[config.mk]
export PLATFORM = sky130hd
export DESIGN_NAME = hazard_forward_unit
export DESIGN_NICKNAME = d
export VERILOG_FILES = /design/src/rtl/hazard_forward_unit.sv
export SDC_FILE = /design/constraint.sdc
export NUM_CORES = 1
export LEC_CHECK = 0
export CORE_ASPECT_RATIO = 1.4
export CORE_MARGIN = 2
export CORE_UTILIZATION = 23
export DETAILED_ROUTE_END_ITERATION = 8
export PLACE_DENSITY = 0.67
export SETUP_SLACK_MARGIN = 0.02
export SYNTH_ARGS = -nofsm -noshare
export SYNTH_HDL_FRONTEND = slang
export SYNTH_SLANG_ARGS = --single-unit
[constraint.sdc]
create_clock -name clk -period 2.2 [get_ports clk]
set_clock_uncertainty 0.1 [all_clocks]
set_input_delay 0.22 -clock clk [delete_from_list [all_inputs] [get_ports clk]]
set_output_delay 0.22 -clock clk [all_outputs]
set_load 0.05 [all_outputs]
[src/rtl/hazard_forward_unit.sv]
// Operand forwarding and load-use hazard control for a five-stage pipeline.
// Each stage-2 source operand is resolved from held load data, the stage-3 ALU
// result, the stage-4 writeback value or the register file, in that priority.
// A small FSM stalls the front end after a load-use hazard. It releases the
// front end once the minimum latency has elapsed and the load data has arrived.
module hazard_forward_unit #(
  parameter int XLEN     = 32,
  parameter int NSRC     = 2,
  parameter int LOAD_LAT = 1
) (
  input  logic                   clk,
  input  logic                   reset,
  input  logic [NSRC*5-1:0]      RADDR_STAGE2,
  input  logic [NSRC*XLEN-1:0]   RS_DATA_STAGE2,
  input  logic [6:0]             OPCODE_STAGE3,
  input  logic [4:0]             WR_ADDR_STAGE3,
  input  logic                   WR_EN_STAGE3,
  input  logic [XLEN-1:0]        ALUOUT_STAGE3,
  input  logic [4:0]             WR_ADDR_STAGE4,
  input  logic                   WR_EN_STAGE4,
  input  logic [XLEN-1:0]        WB_DATA_STAGE4,
  input  logic                   MEM_VALID,
  input  logic [XLEN-1:0]        MEM_IN,
  output logic [NSRC*XLEN-1:0]   RS_FORWARD,
  output logic [NSRC*2-1:0]      FWD_SEL,
  output logic                   STALL
);

  typedef enum logic [1:0] {
    ST_IDLE,
    ST_WAIT,
    ST_RELEASE
  } state_t;

  localparam logic [6:0] OP_ALU_I = 7'b0010011;
  localparam logic [6:0] OP_ALU_R = 7'b0110011;
  localparam logic [6:0] OP_AUIPC = 7'b0010111;
  localparam logic [6:0] OP_LUI   = 7'b0110111;
  localparam logic [6:0] OP_LOAD  = 7'b0000011;

  // The counter preload is the number of extra WAIT cycles beyond the first one.
  localparam logic [2:0] CNT_INIT = 3'(LOAD_LAT - 1);

  state_t            state_q, state_d;
  logic [2:0]        cnt_q, cnt_d;
  logic [4:0]        ld_addr_q, ld_addr_d;
  logic [XLEN-1:0]   ld_data_q, ld_data_d;
  logic              have_q, have_d;
  logic              stall_c;

  logic              is_alu3;
  logic              is_load3;
  logic              hazard;
  logic [NSRC-1:0]   match3;
  logic [NSRC-1:0]   match4;
  logic [NSRC-1:0]   held_hit;

  // Classify the stage-3 opcode as ALU-class (forwardable) or load (hazard source).
  always_comb begin
    is_alu3  = (OPCODE_STAGE3 == OP_ALU_I) || (OPCODE_STAGE3 == OP_ALU_R) ||
               (OPCODE_STAGE3 == OP_AUIPC) || (OPCODE_STAGE3 == OP_LUI);
    is_load3 = (OPCODE_STAGE3 == OP_LOAD);
  end

  // Per-source address comparisons against stage 3, stage 4 and the held load; x0 never matches.
  always_comb begin
    match3   = '0;
    match4   = '0;
    held_hit = '0;
    for (int i = 0; i < NSRC; i++) begin
      match3[i]   = WR_EN_STAGE3 && (WR_ADDR_STAGE3 != 5'd0) &&
                    (WR_ADDR_STAGE3 == RADDR_STAGE2[5*i +: 5]);
      match4[i]   = WR_EN_STAGE4 && (WR_ADDR_STAGE4 != 5'd0) &&
                    (WR_ADDR_STAGE4 == RADDR_STAGE2[5*i +: 5]);
      held_hit[i] = (state_q == ST_RELEASE) && (ld_addr_q != 5'd0) &&
                    (ld_addr_q == RADDR_STAGE2[5*i +: 5]);
    end
    hazard = is_load3 && (|match3);
  end

  // Operand mux per source: held load data, then stage 3 ALU result, then stage 4, then regfile.
  always_comb begin
    RS_FORWARD = RS_DATA_STAGE2;
    FWD_SEL    = '0;
    for (int i = 0; i < NSRC; i++) begin
      if (RADDR_STAGE2[5*i +: 5] == 5'd0) begin
        RS_FORWARD[i*XLEN +: XLEN] = RS_DATA_STAGE2[i*XLEN +: XLEN];
        FWD_SEL[2*i +: 2]          = 2'd0;
      end else if (held_hit[i]) begin
        RS_FORWARD[i*XLEN +: XLEN] = ld_data_q;
        FWD_SEL[2*i +: 2]          = 2'd3;
      end else if (match3[i] && is_alu3) begin
        RS_FORWARD[i*XLEN +: XLEN] = ALUOUT_STAGE3;
        FWD_SEL[2*i +: 2]          = 2'd1;
      end else if (match4[i]) begin
        RS_FORWARD[i*XLEN +: XLEN] = WB_DATA_STAGE4;
        FWD_SEL[2*i +: 2]          = 2'd2;
      end
    end
  end

  // Next-state logic: detect load-use in IDLE/RELEASE, then wait for the minimum latency and the load data.
  always_comb begin
    state_d   = state_q;
    cnt_d     = cnt_q;
    ld_addr_d = ld_addr_q;
    ld_data_d = ld_data_q;
    have_d    = have_q;
    stall_c   = 1'b0;
    unique case (state_q)
      ST_IDLE, ST_RELEASE: begin
        if (hazard) begin
          stall_c   = 1'b1;
          state_d   = ST_WAIT;
          cnt_d     = CNT_INIT;
          ld_addr_d = WR_ADDR_STAGE3;
          have_d    = 1'b0;
        end else begin
          state_d = ST_IDLE;
        end
      end
      ST_WAIT: begin
        stall_c = 1'b1;
        if (MEM_VALID && !have_q) begin
          ld_data_d = MEM_IN;
          have_d    = 1'b1;
        end
        if (cnt_q != 3'd0) begin
          cnt_d = cnt_q - 3'd1;
        end
        if ((cnt_q == 3'd0) && (have_q || MEM_VALID)) begin
          state_d = ST_RELEASE;
        end
      end
      default: begin
        state_d = ST_IDLE;
      end
    endcase
  end

  // State and load-tracking registers, cleared asynchronously by reset.
  always_ff @(posedge clk or posedge reset) begin
    if (reset) begin
      state_q   <= ST_IDLE;
      cnt_q     <= 3'd0;
      ld_addr_q <= 5'd0;
      ld_data_q <= '0;
      have_q    <= 1'b0;
    end else begin
      state_q   <= state_d;
      cnt_q     <= cnt_d;
      ld_addr_q <= ld_addr_d;
      ld_data_q <= ld_data_d;
      have_q    <= have_d;
    end
  end

  // The stall is masked while reset is held so that a pending hazard cannot freeze the pipe.
  assign STALL = stall_c && !reset;

endmodule

==> impl_metrics.env <==
export IMPL_drv_max_cap_violation_count=0
export IMPL_post_drt_wl_per_cell_microns=21.2
export IMPL_critical_path_class="reg -> out"
export IMPL_hold_slack_ns=0.257
export IMPL_worstSkewPairLatency_ns=0.29
export IMPL_post_dp_hpwl_microns=14400
export IMPL_clock_tree_htree_level_count=2
export IMPL_global_route_wire_length_before_repair_microns=31100
export IMPL_areaGrowthSynthToFinish_pct=140
export IMPL_preCtsSetupSlack_ns=-0.806
export IMPL_drive_above_1_share_pct=48.4
export IMPL_proportion_of_synthesized_chip_area_in_sequential_cells_pct=25.5
export IMPL_cts_tree="done"
export IMPL_num_vias=5344
export IMPL_routed_wl_microns=22700
export IMPL_fp_dieArea_sq_mm=0.0195
export IMPL_finalNonFillerCells=1069
export IMPL_final_gp_congestion=0.869
export IMPL_cts_reportedPaths_clkPinSlew_ns=0.07
export IMPL_fmax_mhz=360
export IMPL_dr_first_iter_drc_count=186
export IMPL_family_with_the_most_delay_on_the_worst_path="buffers and inverters"
export IMPL_critical_path_endpoint_type="primary output"
export IMPL_critical_path_peak_fanout=8
export IMPL_floorplan_die_height_microns=164
export IMPL_ir_worst_vdd_mv=0.269
export IMPL_violations_in_the_final_reports="negative setup slack"
export IMPL_antenna_left=0
export IMPL_startpoint_type="flip-flop"
export IMPL_power_per_cell_area_mw_per_mm2=310
export IMPL_power_leakage_nw=4.29
export IMPL_setup_ws_ns=-0.578
export IMPL_final_nets=1023
export IMPL_cp_required_ns=1.88
export IMPL_status="finished, violations left"
export IMPL_row_count=58
export IMPL_viasPerCell=5.00
export IMPL_finalHoldViolCount=0
export IMPL_detailed_place_area_sq_mm=0.00869
export IMPL_endpoint_arrival_time_on_the_critical_path_ns=2.46
export IMPL_synth_ff_latch_count=43
export IMPL_critPathLaunch="ld_addr_q[4]$_DFFE_PP0P_"
export IMPL_timing_reg2reg_setup_slack_ns=0.43
export IMPL_dp_cells=1025
export IMPL_max_slew_margin_rel_pct=75.5
export IMPL_synth_cell_area_sq_mm=0.00423
export IMPL_timing_final_crit_share_pct=126
export IMPL_port_buffers=260
export IMPL_first_global_vias=5641
export IMPL_start_util_pct=23.5
export IMPL_synth_fp_nets=699
export IMPL_rr_startpoint="state_q[0]$_DFFE_PP0P_"
export IMPL_cts_hold_fix_buffers=0
export IMPL_remaining_drc_errors=0
export IMPL_cp_cell_sequence="or4_4 -> o21ai_4 -> nor4_4 -> buf_12 -> buf_6 -> buf_16 -> buf_4 -> a21o_4 -> buf_12"
export IMPL_firstDrtPassIters=5
export IMPL_die_width_microns=119
export IMPL_fp_coreArea_sq_mm=0.0180
export IMPL_cts_made_buffers=5
export IMPL_cp_buffers_inverters=5
export IMPL_clock_sinks=43
export IMPL_num_io_pins=261
export IMPL_grtUsageTotal_pct=20.5
export IMPL_grt_start_max_net_pins=35
export IMPL_post_synth_num_cell_types=39
export IMPL_postSynthAreaPerCell_sq_um=8.37
export IMPL_overflow=0
export IMPL_synth_cells=505
export IMPL_max_clock_path_buffers=2
export IMPL_period_needed_ns=2.78
export IMPL_slew_viol_final=0
export IMPL_actual_transition_at_the_worst_max_transition_pin_ns=0.364
export IMPL_setup_viol=68
export IMPL_grt_setup_unrepaired="yes"
export IMPL_min_path_type="in -> async"
export IMPL_worst_path_most_repeated_cell="sky130_fd_sc_hd__buf_12"
export IMPL_clock_root_buffer="sky130_fd_sc_hd__clkbuf_16"
export IMPL_critPathSlowestCell="sky130_fd_sc_hd__or4_4"
export IMPL_layout_cell_area_non_filler_sq_mm=0.0102
export IMPL_cp_slowest_stage_delay_ns=0.56
export IMPL_antenna_found_initial=0
export IMPL_total_number_of_yosys_warnings=0
export IMPL_insertedDiodeCount=0
[report_power, final]
part | total (mW) | switching [mW] | internal [mW]
Sequential | 0.822 | 0.0124 | 0.810
Clock | 0.765 | 0.320 | 0.444
Combinational | 1.57 | 0.670 | 0.895
[cells by family (layout without fill, tap and decap cells)]
| logic type | count (synthesis) | in the layout | share of synthesized area [%] |
|---|---|---|---|
| multiplexers | 69 | 69 | 17.4 |
| adder cells (fa/ha/maj) | 2 | 2 | 0.592 |
| buffers and inverters | 48 | 372 | 6.16 |
| XOR/XNOR | 30 | 30 | 6.22 |
| AO/OA/AOI/OAI | 138 | 138 | 25.6 |
| flip-flops | 43 | 43 | 25.5 |
| AND/OR/NAND/NOR | 175 | 175 | 18.5 |
[sequential cells by signal (all words and copies together), names as in the netlist]
register,flops
ld_addr_q,5
state_q,2
cnt_q,3
have_q,1
ld_data_q,32
[per-layer routing]
| metal | part of all wire (%) | up-vias | global-route usage [%] |
|---|---|---|---|
| met5 | 0 | - | 0 |
| met2 | 55 | 209 | 38.6 |
| met3 | 5.2 | 42 | 3.97 |
| met1 | 36 | 2612 | 22.1 |
| li1 | - | 2481 | - |
| met4 | 3.3 | 0 | 8.98 |
[synthesized netlist by cell type]
library cell | n | share of area (%)
sky130_fd_sc_hd__a2111oi_2 | 1 | 0.36
sky130_fd_sc_hd__a211oi_1 | 32 | 5.7
sky130_fd_sc_hd__a21o_1 | 65 | 12
sky130_fd_sc_hd__a21oi_1 | 1 | 0.12
sky130_fd_sc_hd__a21oi_2 | 1 | 0.21
sky130_fd_sc_hd__a2bb2oi_1 | 1 | 0.21
sky130_fd_sc_hd__a311oi_1 | 32 | 6.6
sky130_fd_sc_hd__and3_1 | 1 | 0.15
sky130_fd_sc_hd__buf_1 | 3 | 0.27
sky130_fd_sc_hd__buf_2 | 16 | 1.9
sky130_fd_sc_hd__buf_4 | 4 | 0.71
sky130_fd_sc_hd__buf_6 | 6 | 1.6
sky130_fd_sc_hd__clkbuf_1 | 13 | 1.2
sky130_fd_sc_hd__dfrtp_1 | 43 | 25
sky130_fd_sc_hd__ha_1 | 2 | 0.59
sky130_fd_sc_hd__inv_1 | 5 | 0.44
sky130_fd_sc_hd__inv_2 | 1 | 0.089
sky130_fd_sc_hd__mux2_2 | 37 | 9.9
sky130_fd_sc_hd__mux2i_1 | 32 | 7.6
sky130_fd_sc_hd__nand2_1 | 73 | 6.5
sky130_fd_sc_hd__nand2b_1 | 2 | 0.30
sky130_fd_sc_hd__nand3_1 | 4 | 0.47
sky130_fd_sc_hd__nand4_1 | 3 | 0.44
sky130_fd_sc_hd__nor2_1 | 72 | 6.4
sky130_fd_sc_hd__nor2_4 | 2 | 0.53
sky130_fd_sc_hd__nor2b_1 | 3 | 0.44
sky130_fd_sc_hd__nor3_1 | 3 | 0.36
sky130_fd_sc_hd__nor3_2 | 1 | 0.24
sky130_fd_sc_hd__nor4_1 | 3 | 0.44
sky130_fd_sc_hd__nor4_4 | 2 | 1.0
sky130_fd_sc_hd__o211ai_1 | 1 | 0.18
sky130_fd_sc_hd__o21ai_0 | 1 | 0.12
sky130_fd_sc_hd__o21ai_2 | 1 | 0.21
sky130_fd_sc_hd__o21bai_1 | 1 | 0.18
sky130_fd_sc_hd__o2bb2ai_1 | 1 | 0.21
sky130_fd_sc_hd__or4_1 | 4 | 0.71
sky130_fd_sc_hd__or4_4 | 2 | 0.53
sky130_fd_sc_hd__xnor2_1 | 13 | 2.7
sky130_fd_sc_hd__xor2_1 | 17 | 3.5
[worst register-to-register path: stages, from the launching register on]
cell	delay (ns)
sky130_fd_sc_hd__dfrtp_1	0.38
sky130_fd_sc_hd__buf_4	0.14
sky130_fd_sc_hd__nor4_1	0.17
sky130_fd_sc_hd__nand2_1	0.10
sky130_fd_sc_hd__a21oi_2	0.16
sky130_fd_sc_hd__buf_4	0.14
sky130_fd_sc_hd__buf_4	0.13
sky130_fd_sc_hd__mux2_2	0.33
[per-stage QoR]
stage	util, %	power, mW	TNS (ns)
after global placement	48.3	2.28	-44.16
after CTS	52.3	3.11	-34.08
after detailed placement	48.3	2.29	-48.41
after floorplan	-	1.46	-1.14
after global routing	56.5	3.28	-35.72
final	56.5	3.15	-31.60
[path summary, 6_finish.rpt]
kind | endpoint | cells past startpoint
worst min register to register | cnt_q[1]$_DFFE_PP0P_ | 1
max in group asynchronous | ld_data_q[24]$_DFFE_PP0P_ | 3
worst max-delay path | RS_FORWARD[37] | 9
min in group clk | ld_addr_q[1]$_DFFE_PP0P_ | 3
worst max register to register | ld_addr_q[0]$_DFFE_PP0P_ | 7
worst min-delay path | ld_data_q[5]$_DFFE_PP0P_ | 3
[cells in the final DEF (no fill, tap or decap), types with 3 or more instances in the layout]
cell type / Yosys / routed
sky130_fd_sc_hd__a211oi_2: 0 / 23
sky130_fd_sc_hd__dlygate4sd2_1: 0 / 12
sky130_fd_sc_hd__mux2_2: 37 / 37
sky130_fd_sc_hd__dfrtp_1: 43 / 43
sky130_fd_sc_hd__clkbuf_2: 0 / 5
sky130_fd_sc_hd__buf_12: 0 / 83
sky130_fd_sc_hd__mux2i_1: 32 / 20
sky130_fd_sc_hd__xnor2_2: 0 / 3
sky130_fd_sc_hd__buf_16: 0 / 8
sky130_fd_sc_hd__nor4_4: 2 / 4
sky130_fd_sc_hd__nor2_4: 2 / 4
sky130_fd_sc_hd__buf_8: 0 / 3
sky130_fd_sc_hd__xor2_1: 17 / 17
sky130_fd_sc_hd__a311oi_2: 0 / 27
sky130_fd_sc_hd__nor2_2: 0 / 13
sky130_fd_sc_hd__a211oi_4: 0 / 9
sky130_fd_sc_hd__nor2b_1: 3 / 3
sky130_fd_sc_hd__a21o_2: 0 / 7
sky130_fd_sc_hd__clkdlybuf4s50_1: 0 / 171
sky130_fd_sc_hd__nand4_1: 3 / 3
sky130_fd_sc_hd__inv_1: 5 / 3
sky130_fd_sc_hd__buf_6: 6 / 18
sky130_fd_sc_hd__inv_2: 1 / 3
sky130_fd_sc_hd__clkbuf_16: 0 / 13
sky130_fd_sc_hd__mux2i_2: 0 / 8
sky130_fd_sc_hd__a311oi_4: 0 / 4
sky130_fd_sc_hd__nand2_1: 73 / 71
sky130_fd_sc_hd__mux2i_4: 0 / 4
sky130_fd_sc_hd__nand3_2: 0 / 3
sky130_fd_sc_hd__xnor2_1: 13 / 10
sky130_fd_sc_hd__or4_4: 2 / 5
sky130_fd_sc_hd__a21o_4: 0 / 58
sky130_fd_sc_hd__nor2_1: 72 / 57
sky130_fd_sc_hd__buf_4: 4 / 48
[what timing repair did]
item                       CTS  global route
setup endpoints to repair   69            69
buffers inserted            11             9
gates cloned                 8            11
pin swaps                   28            31
resized for setup           85           105
[final cells by class]
class / count / area (sq um)
flip-flops and latches: 43 / 1080
fillers: 1517 / 7840
multi-input cells: 414 / 4050
inverters: 6 / 22.5
clock inverters: 1 / 5.00
well taps: 240 / 300
clock buffers: 6 / 139
repair buffers: 359 / 4570
Power figures use the tool's default switching activity.
